### src/rtl/serial_pkg.sv
`default_nettype none
// ============================================================================
// Module   : serial_pkg
// Purpose  : Types and helpers shared by the serial_port transmitter and the
//            serial_rx receiver. Holds the common four-state frame sequence
//            and the baud divisor calculation.
// Ports    : none (package)
// Revision : 1.0  initial release
// ============================================================================
package serial_pkg;

  // Frame phases shared by the TX and RX state machines.
  localparam logic [1:0] ST_IDLE  = 2'd0;
  localparam logic [1:0] ST_START = 2'd1;
  localparam logic [1:0] ST_DATA  = 2'd2;
  localparam logic [1:0] ST_STOP  = 2'd3;

  typedef enum logic [1:0] {
    IDLE  = ST_IDLE,
    START = ST_START,
    DATA  = ST_DATA,
    STOP  = ST_STOP
  } serial_state_e;

  // Clocks per bit, rounded to the nearest integer.
  function automatic int baud_div(input int clk_hz, input int baud);
    return (clk_hz + baud / 2) / baud;
  endfunction

endpackage
`default_nettype wire

### src/rtl/serial_port_if.sv
`default_nettype none
// ============================================================================
// Module   : serial_port_if
// Purpose  : Byte-level bus between the memory controller's serial-port
//            window and the UART.
// Signals  : tx_data/tx_start   controller -> UART, byte to send + strobe
//            write_ready        UART -> controller, transmitter idle
//            rx_data            UART -> controller, received byte
//            read_ready         UART -> controller, unread byte / interrupt
//            read_ack           controller -> UART, clears read flags
//            rx_overrun         UART -> controller, sticky overrun flag
// Modports : master (controller side), slave (UART side)
// Revision : 1.0  initial release
// ============================================================================
interface serial_port_if;

  logic [7:0] tx_data;
  logic       tx_start;
  logic       write_ready;
  logic [7:0] rx_data;
  logic       read_ready;
  logic       read_ack;
  logic       rx_overrun;

  modport master (
    output tx_data, tx_start, read_ack,
    input  write_ready, rx_data, read_ready, rx_overrun
  );

  modport slave (
    input  tx_data, tx_start, read_ack,
    output write_ready, rx_data, read_ready, rx_overrun
  );

endinterface
`default_nettype wire

### src/rtl/serial_rx.sv
`default_nettype none
// ============================================================================
// Module   : serial_rx
// Purpose  : 8N1 receiver. Synchronises the asynchronous line, samples each
//            bit at its centre, checks the stop bit and keeps the last good
//            byte in a holding register.
// Ports    : clk     in   system clock
//            rst     in   synchronous active-high reset
//            i_rxd   in   raw serial input (asynchronous)
//            o_data  out  holding register, last good byte
//            o_done  out  high in the cycle a good byte is loaded
// Revision : 1.0  initial release
// ============================================================================
module serial_rx
  import serial_pkg::*;
#(
  parameter int DIV = 16
) (
  input  logic       clk,
  input  logic       rst,
  input  logic       i_rxd,
  output logic [7:0] o_data,
  output logic       o_done
);

  localparam int             TW     = $clog2(DIV);
  localparam logic [TW-1:0]  C_FULL = TW'(DIV - 1);
  localparam logic [TW-1:0]  C_HALF = TW'(DIV / 2);
  localparam logic [TW-1:0]  C_ONE  = TW'(1);

  logic          r_sync1;
  logic          r_sync2;
  serial_state_e r_state;
  logic [TW-1:0] r_timer;
  logic [2:0]    r_idx;
  logic [7:0]    r_shift;
  logic          r_ferr;
  logic [7:0]    r_data;

  logic w_rxd;
  logic w_tick;
  logic w_done;

  assign w_rxd  = r_sync2;
  assign w_tick = (r_timer == '0);
  // A good byte completes when the stop sample is high and no framing
  // error was already seen for this frame.
  assign w_done = (r_state == STOP) && w_tick && w_rxd && !r_ferr;

  always_ff @(posedge clk) begin
    if (rst) begin
      r_sync1 <= 1'b1;
      r_sync2 <= 1'b1;
      r_state <= IDLE;
      r_timer <= '0;
      r_idx   <= 3'd0;
      r_shift <= 8'h00;
      r_ferr  <= 1'b0;
      r_data  <= 8'h00;
    end else begin
      r_sync1 <= i_rxd;
      r_sync2 <= r_sync1;

      case (r_state)
        IDLE: begin
          r_ferr <= 1'b0;
          if (!w_rxd) begin
            r_state <= START;
            r_timer <= C_HALF;
          end
        end

        START: begin
          if (w_tick) begin
            if (w_rxd) begin
              r_state <= IDLE;              // glitch, not a start bit
            end else begin
              r_state <= DATA;
              r_timer <= C_FULL;
              r_idx   <= 3'd0;
            end
          end else begin
            r_timer <= r_timer - C_ONE;
          end
        end

        DATA: begin
          if (w_tick) begin
            r_shift <= {w_rxd, r_shift[7:1]};
            r_timer <= C_FULL;
            if (r_idx == 3'd7) begin
              r_state <= STOP;
            end else begin
              r_idx <= r_idx + 3'd1;
            end
          end else begin
            r_timer <= r_timer - C_ONE;
          end
        end

        STOP: begin
          // Timer parks at zero; the state then waits for the line to go
          // high. A low first stop sample marks the frame as bad so the
          // later high does not deliver it.
          if (!w_tick) begin
            r_timer <= r_timer - C_ONE;
          end else if (w_rxd) begin
            if (!r_ferr) begin
              r_data <= r_shift;
            end
            r_state <= IDLE;
          end else begin
            r_ferr <= 1'b1;
          end
        end

        default: r_state <= IDLE;
      endcase
    end
  end

  assign o_data = r_data;
  assign o_done = w_done;

endmodule
`default_nettype wire

### src/rtl/serial_port.sv
`default_nettype none
// ============================================================================
// Module   : serial_port
// Purpose  : Byte-wide 8N1 UART behind the memory controller's serial-port
//            window. Contains the transmitter and the read status flags;
//            reception is delegated to serial_rx.
// Ports    : clk       in   system clock
//            rst       in   synchronous active-high reset
//            bus       --   serial_port_if.slave (tx byte/strobe, status,
//                           rx byte, read_ack, overrun)
//            uart_rxd  in   serial input (asynchronous)
//            uart_txd  out  serial output, idles high
// Revision : 1.0  initial release
// ============================================================================
module serial_port
  import serial_pkg::*;
#(
  parameter int CLK_HZ = 50000000,
  parameter int BAUD   = 115200,
  parameter int DIV    = baud_div(CLK_HZ, BAUD)
) (
  input  logic                clk,
  input  logic                rst,
  serial_port_if.slave        bus,
  input  logic                uart_rxd,
  output logic                uart_txd
);

  localparam int             TW     = $clog2(DIV);
  localparam logic [TW-1:0]  C_FULL = TW'(DIV - 1);
  localparam logic [TW-1:0]  C_ONE  = TW'(1);

  // ---------------------------------------------------------------- TX ---
  serial_state_e r_tx_state;
  logic [TW-1:0] r_tx_timer;
  logic [2:0]    r_tx_idx;
  logic [7:0]    r_tx_shift;
  logic          r_txd;
  logic          w_tx_tick;

  assign w_tx_tick = (r_tx_timer == '0);

  always_ff @(posedge clk) begin
    if (rst) begin
      r_tx_state <= IDLE;
      r_tx_timer <= '0;
      r_tx_idx   <= 3'd0;
      r_tx_shift <= 8'h00;
      r_txd      <= 1'b1;
    end else begin
      case (r_tx_state)
        IDLE: begin
          if (bus.tx_start) begin
            r_tx_shift <= bus.tx_data;
            r_tx_idx   <= 3'd0;
            r_tx_timer <= C_FULL;
            r_txd      <= 1'b0;
            r_tx_state <= START;
          end
        end

        START: begin
          if (w_tx_tick) begin
            r_txd      <= r_tx_shift[0];
            r_tx_timer <= C_FULL;
            r_tx_state <= DATA;
          end else begin
            r_tx_timer <= r_tx_timer - C_ONE;
          end
        end

        DATA: begin
          // Shift register moves right once per bit so bit 0 is always the
          // one on the line and bit 1 is the next to go out.
          if (w_tx_tick) begin
            r_tx_timer <= C_FULL;
            if (r_tx_idx == 3'd7) begin
              r_txd      <= 1'b1;
              r_tx_state <= STOP;
            end else begin
              r_tx_idx   <= r_tx_idx + 3'd1;
              r_tx_shift <= {1'b0, r_tx_shift[7:1]};
              r_txd      <= r_tx_shift[1];
            end
          end else begin
            r_tx_timer <= r_tx_timer - C_ONE;
          end
        end

        STOP: begin
          if (w_tx_tick) begin
            r_tx_state <= IDLE;
          end else begin
            r_tx_timer <= r_tx_timer - C_ONE;
          end
        end

        default: r_tx_state <= IDLE;
      endcase
    end
  end

  assign uart_txd        = r_txd;
  assign bus.write_ready = (r_tx_state == IDLE);

  // ---------------------------------------------------------------- RX ---
  logic [7:0] w_rx_data;
  logic       w_rx_done;

  serial_rx #(
    .DIV (DIV)
  ) u_rx (
    .clk    (clk),
    .rst    (rst),
    .i_rxd  (uart_rxd),
    .o_data (w_rx_data),
    .o_done (w_rx_done)
  );

  // ------------------------------------------------------------- flags ---
  logic r_read_ready;
  logic r_overrun;

  always_ff @(posedge clk) begin
    if (rst) begin
      r_read_ready <= 1'b0;
      r_overrun    <= 1'b0;
    end else if (w_rx_done) begin
      // An arriving byte beats a simultaneous acknowledge.
      r_read_ready <= 1'b1;
      r_overrun    <= r_read_ready | (r_overrun & ~bus.read_ack);
    end else if (bus.read_ack) begin
      r_read_ready <= 1'b0;
      r_overrun    <= 1'b0;
    end
  end

  assign bus.read_ready = r_read_ready;
  assign bus.rx_overrun = r_overrun;
  assign bus.rx_data    = w_rx_data;

endmodule
`default_nettype wire

### src/flat_wrapper.sv
// flat-port wrapper written by rule: the top's interface ports become plain ports
module serial_port_flat import serial_pkg::*;
#(
  parameter int CLK_HZ = 50000000,
  parameter int BAUD   = 115200,
  parameter int DIV    = baud_div(CLK_HZ, BAUD)
)
  (clk, rst, uart_rxd, uart_txd, bus_tx_data, bus_tx_start, bus_read_ack, bus_write_ready, bus_rx_data, bus_read_ready, bus_rx_overrun);
  serial_port_if bus_i ();
  input  logic clk;
  input  logic rst;
  input  logic uart_rxd;
  output logic uart_txd;
  input wire logic [$bits(bus_i.tx_data)-1:0] bus_tx_data;
  input wire logic [$bits(bus_i.tx_start)-1:0] bus_tx_start;
  input wire logic [$bits(bus_i.read_ack)-1:0] bus_read_ack;
  output wire logic [$bits(bus_i.write_ready)-1:0] bus_write_ready;
  output wire logic [$bits(bus_i.rx_data)-1:0] bus_rx_data;
  output wire logic [$bits(bus_i.read_ready)-1:0] bus_read_ready;
  output wire logic [$bits(bus_i.rx_overrun)-1:0] bus_rx_overrun;
  assign bus_i.tx_data = bus_tx_data;
  assign bus_i.tx_start = bus_tx_start;
  assign bus_i.read_ack = bus_read_ack;
  assign bus_write_ready = bus_i.write_ready;
  assign bus_rx_data = bus_i.rx_data;
  assign bus_read_ready = bus_i.read_ready;
  assign bus_rx_overrun = bus_i.rx_overrun;
  serial_port #(.CLK_HZ(CLK_HZ), .BAUD(BAUD), .DIV(DIV)) u_core (.clk(clk), .rst(rst), .bus(bus_i), .uart_rxd(uart_rxd), .uart_txd(uart_txd));
endmodule
### config.mk
export PLATFORM = sky130hd
export DESIGN_NAME = serial_port_flat
export DESIGN_NICKNAME = d
export VERILOG_FILES = /design/src/rtl/serial_pkg.sv /design/src/rtl/serial_port_if.sv /design/src/rtl/serial_rx.sv /design/src/rtl/serial_port.sv /design/src/flat_wrapper.sv
export SDC_FILE = /design/constraint.sdc
export NUM_CORES = 1
export LEC_CHECK = 0
export CAP_MARGIN = 40
export CORE_MARGIN = 4
export CORE_UTILIZATION = 54
export CTS_BUF_LIST = sky130_fd_sc_hd__clkbuf_4
export CTS_CLUSTER_DIAMETER = 80
export DETAILED_ROUTE_END_ITERATION = 10
export HOLD_SLACK_MARGIN = 0.06
export PLACE_DENSITY = 0.78
export REMOVE_ABC_BUFFERS = 1
export SYNTH_ARGS = -nofsm -noshare
export SYNTH_HDL_FRONTEND = slang
export SYNTH_SLANG_ARGS = --single-unit
### constraint.sdc
create_clock -name clk -period 1.9 [get_ports clk]
set_input_delay 0.19 -clock clk [delete_from_list [all_inputs] [get_ports clk]]
set_output_delay 0.19 -clock clk [all_outputs]
set_load 0.03 [all_outputs]
==> key figures <==
Run status
  • Outcome: finished, violations left
  • Violated checks: setup timing

Clock network
  • CTS buffer count: 9
  • H-tree Lvls: 3
  • Root Buffer: clkbuf_4
  • Maximum clock path buffer count: 2
  • Clk_lat worst skew: 0.42 ns
  • CTS tree: built
  • CTS clk-pin slew, worst paths: 0.11 ns
  • Clock sink count: 58

Cells and area
  • Antenna fix cells: 0
  • Share of layout cells above drive strength 1: 0.352
  • Fin cells: 498
  • Area Overhead vs Synth: 37.3%
  • NumNets Final: 448
  • Fillers: 371
  • Storage cell area: 1170 um^2
  • Layout Utilization: 0.771
  • Area of the multi-input gates: 2070 um^2

Synthesis
  • Synth Warn #: 0
  • Ys flop type: dfxtp_1
  • Most frequent cell after synthesis: dfxtp_1
  • Yosys reg bits: 58
  • Post-synthesis async set-or-reset flop share: 0
  • Synth area leader: dfxtp_1
  • Synthesized area: 3110 um^2
  • Number of synthesized flops with an enable pin: 0
  • Gate Count Post-Synth: 354
  • Largest cells by area after synthesis: dfxtp_1 (37%), ha_1 (5.6%), a21oi_1 (5.3%), mux2i_1 (4.8%), nor2_1 (3.6%)
  • Register area share after synthesis: 0.373
  • Share of the synthesized area in the top cell type: 0.373
  • Yosys cell types: 65
  • Commonest cells in the netlist: dfxtp_1 (58), a21oi_1 (33), nor2_1 (30), inv_1 (19), nand2_1 (19)
  • Mean Syn Cell Area: 8.79 um^2

GRT
  • GRT overflow: 0
  • Largest net degree at the start of global routing: 22
  • GRT Total Usage: 0.231
  • Initial antenna violation count: 0
  • Vias in the first global route: 2971
  • First-pass GRT wire length: 13500 um

Setup path
  • Crit path max-delay family: simple AND/OR/NAND/NOR gates
  • CP arrival: 2.31 ns
  • Critical path launch point type: flip-flop
  • Critical Path Max Stage Delay: 0.46 ns
  • Worst EP required: 2.24 ns
  • CP most frequent cell: buf_6
  • Crit Path Max Fanout: 6
  • Crit-path cells: inv_2, ha_4, or3b_4, buf_6, nor3_4, buf_6, clkbuf_16, nand3_2, a21oi_1
  • CP Buf/Inv Count: 4
  • Crit path max-delay cell type: or3b_4
  • Critical path type: reg -> reg
  • Crit end category: flip-flop

Timing
  • Final period util: 1.04
  • Highest Clock Rate: 506 MHz
  • Worst rel slew slack: 0.608
  • Worst Tran Pin Value: 0.588 ns
  • Final setup fails: 12
  • Crit path time final: 1.98 ns
  • Max Slew Vio Count: 0
  • RSZ-0062 raised after global routing: yes
  • Clock skew: 0.0196 ns
  • Final hold vios: 0
  • Hold_ws: 0.163 ns
  • Worst Setup Slack, final: -0.0753 ns

Floorplanning
  • Die ar.: 7040 um^2
  • Row cnt: 27
  • Core Region: 5540 um^2
  • Chip height: 83.9 um
  • Die X: 83.9 um
  • Initial core utilization: 0.561
  • Top Ports: 25

Placement
  • Pre-CTS setup slack: -0.158 ns
  • I/O Buffers: 24
  • Placed Cells: 468
  • Placer Congestion: 0.871
  • Post-DP HPWL: 5460 um

Pwr
  • PD cells: 1500 nW/um^2
  • Max VDD drop: 1.09 mV
  • Total power: 0.00642 W
  • Static Leakage: 1.57 nW

Routing
  • Vias post-DR: 3199
  • DRC Markers: 0
  • Final wirelength: 9240 um
  • Detailed Route Iter0 Violations: 299
  • Via density: 6.42
  • WL per Instance: 18.5 um
  • Drt pass-1 iters: 5
  • Post-route ant nets: 0

Flow run
  • Max-cap violations: 0

Hold path
  • Hold crit path type: in -> reg
-- final timing paths --
| kind | depth (start not counted) | startpoint | end | slack [ns] |
|---|---|---|---|---|
| setup reg to reg | 9 | u_core.u_rx.r_timer[0] | u_core.u_rx.r_shift[3] | -0.08 |
| hold reg to reg | 1 | u_core.u_rx.r_sync1 | u_core.u_rx.r_sync2 | 0.42 |
| setup / recovery | 9 | u_core.u_rx.r_timer[0] | u_core.u_rx.r_shift[3] | -0.08 |
| hold / removal | 2 | rst | u_core.u_rx.o_data[2] | 0.16 |
-- repair_timing --
item | in CTS | in global routing
hold buffers | 0 | 0
setup buffers | 6 | 5
resized for setup | 19 | 66
hold endpoints to repair | 0 | 0
setup endpoints to repair | 38 | 43
cloned | 1 | 2
pin swaps | 7 | 29
-- placed cells by master (no fill, tap or decap), drive strengths merged, types with 4 or more instances in the layout --
master	count
a21oi	33
a311oi	10
buf	54
clkbuf	11
clkdlybuf4s50	22
clkinv	5
dfxtp	58
ha	14
inv	19
mux2i	15
nand2	19
nand2b	5
nand3	15
nand4	4
nor2	31
nor3	11
nor4	6
o211ai	4
o21ai	14
o311ai	4
o41ai	5
or2	4
or4	6
-- routing by layer --
layer,vias up,wire length [um],GRT usage
li1,1473,-,-
met1,1545,3690,0.273
met2,147,4710,0.388
met3,34,532,0.0632
met4,0,307,0.102
met5,-,0,0
-- sequential cells by signal (all words and copies together), names as in the netlist, 2 cells and up, named ones only --
| register | cells |
|---|---|
| u_core.r_tx_state | 2 |
| u_core.r_tx_timer | 9 |
| u_core.u_rx.o_data | 8 |
| u_core.r_tx_shift | 8 |
| u_core.u_rx.r_shift | 8 |
| u_core.u_rx.r_idx | 3 |
| u_core.r_tx_idx | 3 |
| u_core.u_rx.r_timer | 9 |
-- final cells by class --
type | instances | area share
Timing Repair Buffer | 79 | 0.171
Inverter | 19 | 0.0167
Tap cell | 72 | 0.0211
Clock buffer | 9 | 0.0158
Sequential cell | 58 | 0.274
Clock inverter | 7 | 0.0164
Multi-Input combinational cell | 254 | 0.485
-- cell families after synthesis --
group / count (synthesis) / share of synthesized area
DFF: 58 / 0.373
muxes: 15 / 0.0483
buffers and inverters: 42 / 0.0583
and+or+nand+nor: 119 / 0.213
adders and majority gates: 14 / 0.0563
AOI/OAI and AO/OA: 106 / 0.251
-- through the flow --
step           TNS (ns)  instance area (um^2)
6_report         -0.307                  4270
3_3_place_gp     -0.744                  3650
5_1_grt           -2.83                  4270
4_1_cts               0                  3920
2_1_floorplan    -11.77                  3000
3_5_place_dp      -2.10                  3650
-- power by group --
| part | switching, W | internal, W | total, W |
|---|---|---|---|
| clock | 0.000514 | 0.000398 | 0.000912 |
| sequential | 0.000184 | 0.00145 | 0.00164 |
| combinational | 0.00204 | 0.00183 | 0.00387 |
| total | 0.00274 | 0.00368 | 0.00642 |
Note: power is estimated with default switching activity, not from simulation.
